File: config.mk
export PLATFORM = sky130hd
export DESIGN_NAME = tomasulo_cdb_arb_flat
export DESIGN_NICKNAME = d
export VERILOG_FILES = /design/src/rtl/tomasulo_pkg.sv /design/src/rtl/tomasulo_cdb_arb_if.sv /design/src/rtl/tomasulo_rr_arb.sv /design/src/rtl/tomasulo_cdb_arb.sv /design/src/flat_wrapper.sv
export SDC_FILE = /design/constraint.sdc
export NUM_CORES = 1
export LEC_CHECK = 0
export CAP_MARGIN = 20
export CORE_MARGIN = 2
export CORE_UTILIZATION = 45
export DETAILED_ROUTE_END_ITERATION = 16
export PLACE_DENSITY = 0.86
export SLEW_MARGIN = 20
export SYNTH_ARGS = -nofsm -noshare
export SYNTH_HDL_FRONTEND = slang
export SYNTH_SLANG_ARGS = --single-unit
File: constraint.sdc
create_clock -name clk -period 2.8 [get_ports clk]
set_input_delay 0.56 -clock clk [delete_from_list [all_inputs] [get_ports clk]]
set_output_delay 0.56 -clock clk [all_outputs]
set_load 0.005 [all_outputs]
File: src/rtl/tomasulo_pkg.sv
// rtl/tomasulo_pkg.sv - Shared Tomasulo pipeline types: CDB broadcast and write-back request payloads
package tomasulo_pkg;

    localparam int TAG_W   = 4;
    localparam int REG_W   = 5;
    localparam int WORD_W  = 32;
    localparam int ROBID_W = 4;

    typedef logic [TAG_W-1:0]   tag_t;
    typedef logic [REG_W-1:0]   reg_t;
    typedef logic [WORD_W-1:0]  word_t;
    typedef logic [ROBID_W-1:0] robid_t;

    typedef struct packed {
        logic   vld;
        tag_t   tag;
        reg_t   wa;
        word_t  wdata;
        robid_t robid;
    } cdb_t;

    localparam int CDB_W = $bits(cdb_t);

    typedef struct packed {
        tag_t   tag;
        reg_t   wa;
        word_t  wdata;
        robid_t robid;
    } wb_t;

    localparam int WB_W = $bits(wb_t);

    localparam int WB_REQ_N = 3;
    localparam int WB_ARITH = 0;
    localparam int WB_LOGIC = 1;
    localparam int WB_MPY   = 2;

endpackage

File: src/rtl/tomasulo_cdb_arb_if.sv
// rtl/tomasulo_cdb_arb_if.sv - Execution-unit write-back requests and the registered CDB broadcast
interface tomasulo_cdb_arb_if
    import tomasulo_pkg::*;
#(
    parameter int REQ_N = WB_REQ_N
) ();

    logic                  flush;
    logic [REQ_N-1:0]      req_vld;
    wb_t  [REQ_N-1:0]      req_wb;
    logic [REQ_N-1:0]      req_rdy;
    cdb_t                  cdb;
    logic [REQ_N-1:0]      grant;
    logic                  busy;

    modport master (
        output flush,
        output req_vld,
        output req_wb,
        input  req_rdy,
        input  cdb,
        input  grant,
        input  busy
    );

    modport slave (
        input  flush,
        input  req_vld,
        input  req_wb,
        output req_rdy,
        output cdb,
        output grant,
        output busy
    );

endinterface

File: src/rtl/tomasulo_rr_arb.sv
// rtl/tomasulo_rr_arb.sv - Generic round-robin arbiter: pointer register plus wrap-around search
module tomasulo_rr_arb #(
    parameter int REQ_N = 3
) (
    input  logic             clk,
    input  logic             rst_n,
    input  logic [REQ_N-1:0] req,
    output logic [REQ_N-1:0] gnt
);

    localparam int PTR_W = (REQ_N > 1) ? $clog2(REQ_N) : 1;

    logic [PTR_W-1:0] ptr;
    logic [PTR_W-1:0] ptr_nxt;
    logic             found;
    int               idx;

    // Search starts at ptr and wraps at REQ_N, so a non-power-of-two count never visits an index past REQ_N-1.
    always_comb begin
        gnt     = '0;
        ptr_nxt = ptr;
        found   = 1'b0;
        idx     = 0;
        for (int k = 0; k < REQ_N; k++) begin
            idx = int'(ptr) + k;
            if (idx >= REQ_N) begin
                idx = idx - REQ_N;
            end
            if (!found && req[idx]) begin
                found    = 1'b1;
                gnt[idx] = 1'b1;
                ptr_nxt  = (idx == REQ_N - 1) ? '0 : PTR_W'(idx + 1);
            end
        end
    end

    always_ff @(posedge clk or negedge rst_n) begin
        if (!rst_n) begin
            ptr <= '0;
        end else begin
            ptr <= ptr_nxt;
        end
    end

endmodule

File: src/rtl/tomasulo_cdb_arb.sv
// rtl/tomasulo_cdb_arb.sv - CDB write-back arbiter: one holding entry per unit, round-robin grant, registered broadcast
module tomasulo_cdb_arb
    import tomasulo_pkg::*;
#(
    parameter int REQ_N = WB_REQ_N
) (
    input  logic              clk,
    input  logic              rst_n,
    tomasulo_cdb_arb_if.slave bus
);

    logic [REQ_N-1:0] full;
    logic [REQ_N-1:0] gnt;
    logic [REQ_N-1:0] arb_req;
    logic [REQ_N-1:0] accept;
    wb_t  [REQ_N-1:0] buf_q;
    wb_t              gnt_wb;
    cdb_t             cdb_q;
    logic [REQ_N-1:0] grant_q;

    // Masking candidates during flush keeps the pointer where it was.
    assign arb_req = full & {REQ_N{!bus.flush}};

    tomasulo_rr_arb #(
        .REQ_N (REQ_N)
    ) u_rr_arb (
        .clk   (clk),
        .rst_n (rst_n),
        .req   (arb_req),
        .gnt   (gnt)
    );

    assign bus.req_rdy = {REQ_N{!bus.flush}} & (~full | gnt);
    assign accept      = bus.req_vld & bus.req_rdy;
    assign bus.busy    = |full;

    always_comb begin
        gnt_wb = '0;
        for (int i = 0; i < REQ_N; i++) begin
            if (gnt[i]) begin
                gnt_wb = buf_q[i];
            end
        end
    end

    // A same-cycle accept overwrites the entry only after the grant has read it into the CDB.
    always_ff @(posedge clk or negedge rst_n) begin
        if (!rst_n) begin
            full  <= '0;
            buf_q <= '0;
        end else begin
            for (int i = 0; i < REQ_N; i++) begin
                if (bus.flush) begin
                    full[i] <= 1'b0;
                end else if (accept[i]) begin
                    full[i]  <= 1'b1;
                    buf_q[i] <= bus.req_wb[i];
                end else if (gnt[i]) begin
                    full[i] <= 1'b0;
                end
            end
        end
    end

    always_ff @(posedge clk or negedge rst_n) begin
        if (!rst_n) begin
            cdb_q   <= '0;
            grant_q <= '0;
        end else begin
            cdb_q.vld <= (|gnt) && !bus.flush;
            grant_q   <= bus.flush ? '0 : gnt;
            if ((|gnt) && !bus.flush) begin
                cdb_q.tag   <= gnt_wb.tag;
                cdb_q.wa    <= gnt_wb.wa;
                cdb_q.wdata <= gnt_wb.wdata;
                cdb_q.robid <= gnt_wb.robid;
            end
        end
    end

    assign bus.cdb   = cdb_q;
    assign bus.grant = grant_q;

endmodule

File: src/flat_wrapper.sv
// flat-port wrapper written by rule: the top's interface ports become plain ports
module tomasulo_cdb_arb_flat import tomasulo_pkg::*;
#(
    parameter int REQ_N = WB_REQ_N
)
  (clk, rst_n, bus_flush, bus_req_vld, bus_req_wb, bus_req_rdy, bus_cdb, bus_grant, bus_busy);
  tomasulo_cdb_arb_if #(.REQ_N(REQ_N)) bus_i ();
  input  logic clk;
  input  logic rst_n;
  input wire logic [$bits(bus_i.flush)-1:0] bus_flush;
  input wire logic [$bits(bus_i.req_vld)-1:0] bus_req_vld;
  input wire logic [$bits(bus_i.req_wb)-1:0] bus_req_wb;
  output wire logic [$bits(bus_i.req_rdy)-1:0] bus_req_rdy;
  output wire logic [$bits(bus_i.cdb)-1:0] bus_cdb;
  output wire logic [$bits(bus_i.grant)-1:0] bus_grant;
  output wire logic [$bits(bus_i.busy)-1:0] bus_busy;
  assign bus_i.flush = bus_flush;
  assign bus_i.req_vld = bus_req_vld;
  assign bus_i.req_wb = bus_req_wb;
  assign bus_req_rdy = bus_i.req_rdy;
  assign bus_cdb = bus_i.cdb;
  assign bus_grant = bus_i.grant;
  assign bus_busy = bus_i.busy;
  tomasulo_cdb_arb #(.REQ_N(REQ_N)) u_core (.clk(clk), .rst_n(rst_n), .bus(bus_i));
endmodule
* Yosys cells after proc, flatten, opt, wreduce, memory -nomap -nowiden
Cells that the tools add are included.
** Storage, ports and cells
- Register bits :: 189
- Input port bits :: 141
- Output and inout port bits :: 53
- Logic and storage cells :: 110
** Cells by class
- Add/sub/neg operators :: 8
- Magnitude comparators :: 9
- Equal/unequal tests :: 3
- Multiplexer cells :: 42
- Bitwise logic cells :: 8
- Reductions and logical operators :: 18
** Operator list (count)
- 45-bit two-way mux :: 3
- 32-bit by 3-bit equality test with 1-bit output (second input constant) :: 3
- 32-bit by 1-bit >= comparator with 1-bit output (second input constant) :: 3
- 32-bit by 4-bit less-than comparator with 1-bit output (second input constant) :: 3
- 32-bit two-way mux :: 3
- 1-bit two-way mux :: 20
- 2-bit two-way mux :: 6
- 3-bit two-way mux :: 4
- 3-bit nonzero test :: 4
- 3-bit bitwise AND :: 3
- 3-bit OR :: 3
- 3-bit by 2-bit subtractor with 4-bit output (second input constant) :: 2
- 2-bit adder (second input constant) :: 3
- 1-bit binary-select mux with 2-bit select :: 3
- 1-bit demux with 2-bit select :: 3
- 3-bit by 2-bit >= comparator with 1-bit output (second input constant) :: 2
- 1-bit logical AND :: 6
- 2-bit AND reduction :: 3
- 3-bit OR reduction :: 2
- 2-bit by 1-bit adder with 3-bit output (second input constant) :: 1
- 2-bit by 2-bit adder with 3-bit output (second input constant) :: 1
- 1-bit zero test :: 3
- 3-bit NOT :: 1
- 2-bit by 2-bit subtractor with 3-bit output (second input constant) :: 1
- other kinds (2) :: 2

* Longest topological paths before layout
Gate-level depths: netlist of the first run.
- Word-level depth :: 17
- Depth in mapped cells :: 11
- Gate-level depth less buffers :: 8

* By module
Synthesis of the first run repeated with hierarchy kept, for this count alone.
** Unflattened totals
- Cell total of the unflattened synthesis :: 633
- Area total of the unflattened synthesis :: 8298.0 µm²
** Modules (own cells, without submodules)
- tomasulo_cdb_arb :: times used 1, cells each 580, area an instance 7871.3 µm², seq. area each 4679.5 µm²
- tomasulo_rr_arb :: times used 1, cells each 53, area an instance 426.7 µm², seq. area each 50.0 µm²

* Worst setup path after synthesis of the first run
OpenSTA, ideal clock, no wires.
- Kind :: register -> output
- Start point :: reg u_core.u_rr_arb.ptr[1]
- End point :: out bus_req_rdy[2]
- Data arrival time :: 2.123 ns
- Required time :: 2.240 ns
- Slack :: 0.117 ns
- Stages on the path, launching flop included :: 10
- Path buffers :: 2
- Path through :: dfrtp_1 inv_1 ha_1 nand2b_1 mux2_2 a22oi_1 o21a_1 buf_4 buf_2 a21oi_1
** On the way
- Word-level cells in the longest chain between the ends :: 14
- Elaborated cells on any way between the ends :: 48
- Those cells by class :: add/sub: 5; order compare: 9; mux: 23; bitwise: 4; reduce/logical: 7
** RTL lines
- start: declaration :: line tomasulo_rr_arb.sv:13 : logic [PTR_W-1:0] ptr;
- start signal: assignment :: line tomasulo_rr_arb.sv:41 : ptr <= ptr_nxt;
- parallel branches: the longest is 11 deep, another holds 32-bit by 1-bit >= comparator with 1-bit output
- 3-bit two-way mux (*) :: line tomasulo_rr_arb.sv:29 : if (!found && req[idx]) begin
- 3-bit OR (*) :: line tomasulo_cdb_arb.sv:33 : assign bus.req_rdy = {REQ_N{!bus.flush}} & (~full | gnt);
- 3-bit bitwise AND (*) :: line tomasulo_cdb_arb.sv:33
- end: declaration :: line flat_wrapper.sv:13 : output wire logic [$bits(bus_i.req_rdy)-1:0] bus_req_rdy;
Every way passes the cells marked *. The select of a mux whose other input is x is not followed.

* Worst setup path after layout of the first run
- Start point :: reg u_core.u_rr_arb.ptr[1]
- End point :: out bus_req_rdy[1]
The elaborated chain is that of the path after synthesis.

==> metrics.cfg, run 1 <==
[status]
status=finished clean

[logic_synthesis]
ys_types=37
netlist_top_cells_area=dfrtp_1 56%, mux2_2 13%, mux2_4 7.1%
syn_nets=760
yosysWarningCount=0
seq_area_frac_synth_pct=56.3
netlist_area_um2=8400
synth_area_leader_cell=dfrtp_1
synthArstFlopShare_pct=100
yosysMostFrequentCell=dfrtp_1
synth.top_cell.area_share_pct=56.3
synthCells=615
synth_ff_type=dfrtp_1
synth_edf_count=0
ys_seq_elements=189
avgSynthCellArea_um2=13.7
synth_common_cells=189 x dfrtp_1, 99 x mux2_2, 54 x nor2_1

[timing]
rsz0062_at_grt=yes
fmax_ghz=0.357
hold_slack_ns=0.153
finalSetupViolations=0
skew_ns=0.0151
post-route-period-util_pct=100
maxSlewHeadroom_pct=59.5
maxSlewViolCount=0
layout_min_cycle_time_ns=2.80
tns_ns=0
tightest_slew_ns=0.608
hold_violations=0

[critical_path]
r2r-start=u_core.u_rr_arb.ptr[0]
worstRegToRegCells=11
r2r_setup_slack_ns=0.05
arrival_ns=2.24
critPathCaptureType=output pin
setup.worst_path.start_class=register
path_max_fanout=6
reg2reg_to=u_core.buf_q[38]
crit_required_ns=2.24
worst-setup-path-type=register to output pin

[min_path]
hp-class=primary input to async pin

[job]
max_cap_violations=0

[clock_network]
cts_root_buf=clkbuf_16
path_clk_slew_ns=0.07
cts_max_level=4
cts_inserted_buffers=17
clock_latency_ns=0.43
cts_max_path_buffers=2
cts_sinks=189
cts_tree=yes

[drt]
first_pass_iters=5
drcViolationCount=0
routed_wirelength_mm=21.4
dr.first_iter.drc_count=391
dr_total_vias=5838
drt-wirelength-per-cell_um=20.0
postRouteAntennaNets=0
vias_per_cell=5.45

[place]
port_buffers=193
dp_hpwl_mm=14.0
place.gp.congestion=0.890
placed_area_um2=10800

[global_route]
grtUsageTotal_pct=22.1
grt_overflow_total=0
antenna_found_initial=0
grt_start_max_net_pins=74
grt_pass1_wl_mm=33.9
grt_pass1_vias=6348

[die]
coreArea_um2=18100
fp.dieH_um=141
rows=49
die_w_um=141
initial_core_util_pct=46.3
die_area_um2=19800
pin_count=194

[pwr]
power_frac_clock_pct=21.1
ir_drop_v=0.000677
total_power_w=0.0124
leakagePower_nw=5.32
p_per_area_nw_per_um2=1060
seq_power_share_pct=35.4
intPower_w=0.00847
power_frac_comb_pct=43.5
power.share.switching_pct=31.8
p_sw_w=0.00395

[cells_and_area]
final_core_util_pct=64.5
area_growth_pct=39.3
drive_gt1_share_pct=35.1
design_area_um2=11700
nNetsFinal=975
diodes=0

[sequential cells by signal (all words and copies together), names as in the netlist]
register             count
u_core.buf_q           135
u_core.bus.grant         3
u_core.full              3
u_core.u_rr_arb.ptr      2
u_core.bus.cdb          46
[cells in the final DEF, fill, tap and decap left out, types with 2 or more instances in the layout]
cell / n
inv_8: 3
or3_1: 2
o21ai_0: 3
a22oi_2: 2
nor2b_2: 2
dfrtp_2: 2
inv_2: 2
inv_1: 51
clkinvlp_4: 5
mux2i_1: 45
buf_6: 4
mux2_2: 95
buf_4: 25
ha_4: 3
nand2_1: 5
dfrtp_1: 187
a211oi_2: 2
buf_2: 2
a21oi_2: 4
bufinv_16: 4
clkdlybuf4s50_1: 189
buf_12: 11
nand2b_4: 2
mux2_4: 44
nor3b_2: 2
nor2_1: 53
o221a_2: 45
a21oi_1: 3
clkbuf_16: 18
[routing by layer]
metal  up-vias  global-route usage (%)  wire length, µm
met2       229                    37.8            10700
met1      2973                    28.1             9020
met4         0                    7.21              418
li1       2603                       -                -
met3        33                    4.79             1330
met5         -                       0                0
[metrics by stage]
step,std cells,setup WS (ns)
2_1_floorplan,615,0.117
3_3_place_gp,1032,-0.280
4_1_cts,1069,-0.0382
3_5_place_dp,1032,-0.299
6_report,1072,0.000248
5_1_grt,1072,-0.0851
[final cells by class]
class                           count  area, µm²
Sequential cell                   189       4730
Clock inverter                     14        209
Fill cell                        1323       6440
Clock buffer                       18        429
Tap cell                          229        287
Multi-Input combinational cell    335       3450
Timing Repair Buffer              234       2400
Inverter                           53        199
[kinds of logic (layout without fill, tap and decap cells)]
group | after synthesis | in the layout | synth area share [%]
multiplexers | 184 | 184 | 25.8
adder cells (fa/ha/maj) | 4 | 4 | 0.596
AND/OR/NAND/NOR | 78 | 78 | 4.23
flip-flops | 189 | 189 | 56.3
buffers and inverters | 91 | 319 | 5.03
AO/OA/AOI/OAI | 69 | 69 | 8.06
[power groups by stage]
stage	clock, W	combinational [W]	sequential [W]
finish	0.00261	0.00540	0.00440
global placement	0	0.00486	0.00436
global route	0.00279	0.00581	0.00452
floorplan	0	0.00300	0.00426
detailed placement	0	0.00504	0.00440
CTS	0.00266	0.00527	0.00439
[worst max-delay path, stage by stage (launching register included)]
cell	delay (ns)
dfrtp_2	0.45
inv_2	0.08
ha_4	0.19
nand2b_4	0.17
buf_4	0.15
a211oi_2	0.23
buf_4	0.17
o31ai_4	0.08
a21oi_2	0.17
buf_2	0.13
[how the worst max path moves through the flow]
stage	startpoint	endpoint	slack, ns	depth (start not counted)
detailed placement	bus_flush	u_core.buf_q[13]	-0.30	11
global placement	bus_flush	u_core.bus.cdb[37]	-0.28	10
finish	u_core.u_rr_arb.ptr[1]	bus_req_rdy[1]	0.0002	9
floorplan	u_core.u_rr_arb.ptr[1]	bus_req_rdy[2]	0.12	9
global route	u_core.u_rr_arb.ptr[1]	bus_req_rdy[1]	-0.09	9
CTS	u_core.u_rr_arb.ptr[0]	bus_req_rdy[1]	-0.04	7
[repair_timing]
| item | CTS | global route |
|---|---|---|
| gates cloned | 0 | 1 |
| buffers inserted | 5 | 2 |
| pin swaps | 10 | 7 |
| hold buffers | 0 | 0 |
| gates resized for setup | 36 | 18 |
| setup endpoints to repair | 120 | 93 |
(Power assumes the default switching activity.)
==> run 2, diff against run 1 <==
Settings changed: CORE_UTILIZATION 45 to 47, CTS_BUF_LIST set to sky130_fd_sc_hd__clkbuf_4 sky130_fd_sc_hd__clkbuf_8, PLACE_DENSITY 0.86 to 0.89.
==> run 2 against run 1 <==
Against the previous run: hold slack improved by 0.36 ns; count of clock-buffer cells in the layout grew 3; non-clock buffer count increased by 15; clock power down 26%; fmax is 1.2% higher; worst setup slack improved by 0.032 ns; critical endpoint unchanged.
==> metrics.cfg, run 2 (synthesis gave the netlist of run 1 again) <==
[global_route]
grt_overflow_total=0  ; unchanged
grt_util_met2_pct=37.5  ; was 37.8%
grt_pass1_vias=6216  ; was 6,348
antenna_found_initial=1  ; was 0
met3_usage_pct=5.81  ; was 4.79%
grt_pass1_wl_mm=31.5  ; was 33.9 mm
grt_use_met1_pct=26.4  ; was 28.1%
grt_start_max_net_pins=91  ; was 74
grt.busiest_layer=met2  ; unchanged
grtUsageTotal_pct=21.8  ; was 22.1%

[timing]
maxSlewHeadroom_pct=68.0  ; was 59.5%
maxSlewViolCount=0  ; unchanged
finalSetupViolations=0  ; unchanged
tns_ns=0  ; unchanged
layout_min_cycle_time_ns=2.77  ; was 2.80 ns
post-route-period-util_pct=98.9  ; was 100%
setup_slack_ns=0.0322  ; was 0.000248 ns
hold_violations=0  ; unchanged
skew_ns=0.0134  ; was 0.0151 ns
rsz0062_at_grt=yes  ; unchanged
fmax_ghz=0.361  ; was 0.357 GHz
tightest_slew_ns=0.480  ; was 0.608 ns

[critical_path]
critPathCaptureType=output pin  ; unchanged
path_max_fanout=5  ; was 6
worst-setup-path-type=register to output pin  ; unchanged
r2r_setup_slack_ns=0.06  ; was 0.05 ns
arrival_ns=2.21  ; was 2.24 ns
crit_required_ns=2.24  ; about the same
setup.worst_path.start_class=register  ; unchanged

[drt]
dr.first_iter.drc_count=320  ; was 391
first_pass_iters=4  ; was 5
postRouteAntennaNets=0  ; unchanged
dr_total_vias=5854  ; was 5,838
drcViolationCount=0  ; unchanged
vias_per_cell=5.40  ; was 5.45
drt-wirelength-per-cell_um=19.8  ; was 20.0 µm
routed_wirelength_mm=21.5  ; was 21.4 mm

[die]
fp.dieH_um=138  ; was 141 µm
initial_core_util_pct=48.4  ; was 46.3%
die_area_um2=19000  ; was 19,800 µm²
coreArea_um2=17400  ; was 18,100 µm²
pin_count=194  ; unchanged
rows=48  ; was 49
die_w_um=138  ; was 141 µm

[cells_and_area]
stdcell_count=1084  ; was 1,072
largest_reg_flops=135  ; unchanged
nNetsFinal=990  ; was 975
fillers=1227  ; was 1,323
final_cell_mix=189 x clkdlybuf4s50_1, 188 x dfrtp_1, 78 x mux2_2, 61 x mux2_4, 54 x nor2_1  ; was 189 x clkdlybuf4s50_1, 187 x dfrtp_1, 95 x mux2_2, 53 x nor2_1, 51 x inv_1
multi_input_area_um2=3500  ; was 3450 µm²
final_common_cell=clkdlybuf4s50_1  ; unchanged
regMostFlops=u_core.buf_q  ; unchanged
design_area_um2=11800  ; was 11,700 µm²
area_growth_pct=39.9  ; was 39.3%
drive_gt1_share_pct=35.8  ; was 35.1%
seq_area_um2=4730  ; about the same

[pwr]
ir_drop_v=0.000538  ; was 0.000677 V
power_frac_comb_pct=47.0  ; was 43.5%
p_sw_w=0.00387  ; was 0.00395 W
leakagePower_nw=5.41  ; was 5.32 nW
p_per_area_nw_per_um2=1020  ; was 1060 nW/µm²
total_power_w=0.0119  ; was 0.0124 W
seq_power_share_pct=36.7  ; was 35.4%
power_frac_clock_pct=16.3  ; was 21.1%
power.share.switching_pct=32.4  ; was 31.8%
intPower_w=0.00808  ; was 0.00847 W

[clock_network]
cts_sinks=189  ; unchanged
cts_max_level=4  ; unchanged
cts_root_buf=clkbuf_8  ; was clkbuf_16
cts_tree=yes  ; unchanged
path_clk_slew_ns=0.09  ; was 0.07 ns
clock_latency_ns=0.46  ; was 0.43 ns
cts_max_path_buffers=2  ; unchanged
cts_inserted_buffers=17  ; unchanged

[place]
place.gp.congestion=0.902  ; was 0.890
place_inst=1034  ; was 1,032
place_ws_ns=-0.277  ; was -0.299 ns
port_buffers=193  ; unchanged
placed_area_um2=10900  ; was 10,800 µm²
dp_hpwl_mm=14.0  ; about the same

[min_path]
hp-class=register to register  ; was primary input to async pin

[job]
max_cap_violations=0  ; unchanged

[status]
status=finished clean  ; unchanged

## run 2: timing repair
item                                    in CTS  in global routing
endpoints found under the setup margin      49                 92
pin swaps                                   11                 12
setup buffers                                9                  6
hold buffers                                 1                  0
gates cloned                                 0                  2
endpoints found under the hold margin       25                  0
resized for setup                           35                 41
## run 2: power groups by stage
stage               Sequential, W  Clock [W]  Combinational [W]
finish                    0.00438    0.00194            0.00562
global route              0.00449    0.00208            0.00602
CTS                       0.00436    0.00197            0.00531
detailed placement        0.00439          0            0.00512
global placement          0.00436          0            0.00497
floorplan                 0.00426          0            0.00300
## run 2: worst max-delay path, stage by stage (launching register included)
cell and delay, ns:
dfrtp_1 0.41, buf_6 0.14, ha_4 0.16, mux2_4 0.32
a21o_4 0.25, o31ai_4 0.24, a21oi_2 0.09, buf_2 0.14
## run 2: per-stage QoR
stage | hold slack, ns | utilization [%]
after detailed placement | 0.462 | 62.9
after global placement | 0.458 | 62.9
after CTS | 0.514 | 66.3
final | 0.512 | 67.7
after floorplan | 0.264 | -
after global routing | 0.521 | 67.7
## run 2: cell type report
| cell class | count | share of cell area, % |
|---|---|---|
| Sequential cell | 189 | 40.2 |
| Multi-Input combinational cell | 335 | 29.8 |
| Timing Repair Buffer | 249 | 22.2 |
| Tap cell | 225 | 2.39 |
| Clock buffer | 21 | 2.35 |
| Inverter | 53 | 1.71 |
| Clock inverter | 11 | 1.32 |
| Antenna cell | 1 | 0.0213 |
## run 2: routing by layer
metal / up-vias / part of all wire (%)
li1: 2630 / -
met1: 2986 / 41
met2: 201 / 50
met3: 37 / 6.6
met4: 0 / 2.5
met5: - / 0
## run 2: final timing paths
check | start | endpoint | cells past startpoint
setup / recovery | u_core.u_rr_arb.ptr[1] | bus_req_rdy[1] | 7
hold / removal | u_core.buf_q[128] | u_core.buf_q[128] | 1
setup reg to reg | u_core.u_rr_arb.ptr[1] | u_core.buf_q[1] | 12
hold reg to reg | u_core.buf_q[128] | u_core.buf_q[128] | 1
max in group asynchronous | rst_n | u_core.buf_q[18] | 3
min in group asynchronous | rst_n | u_core.bus.cdb[2] | 2
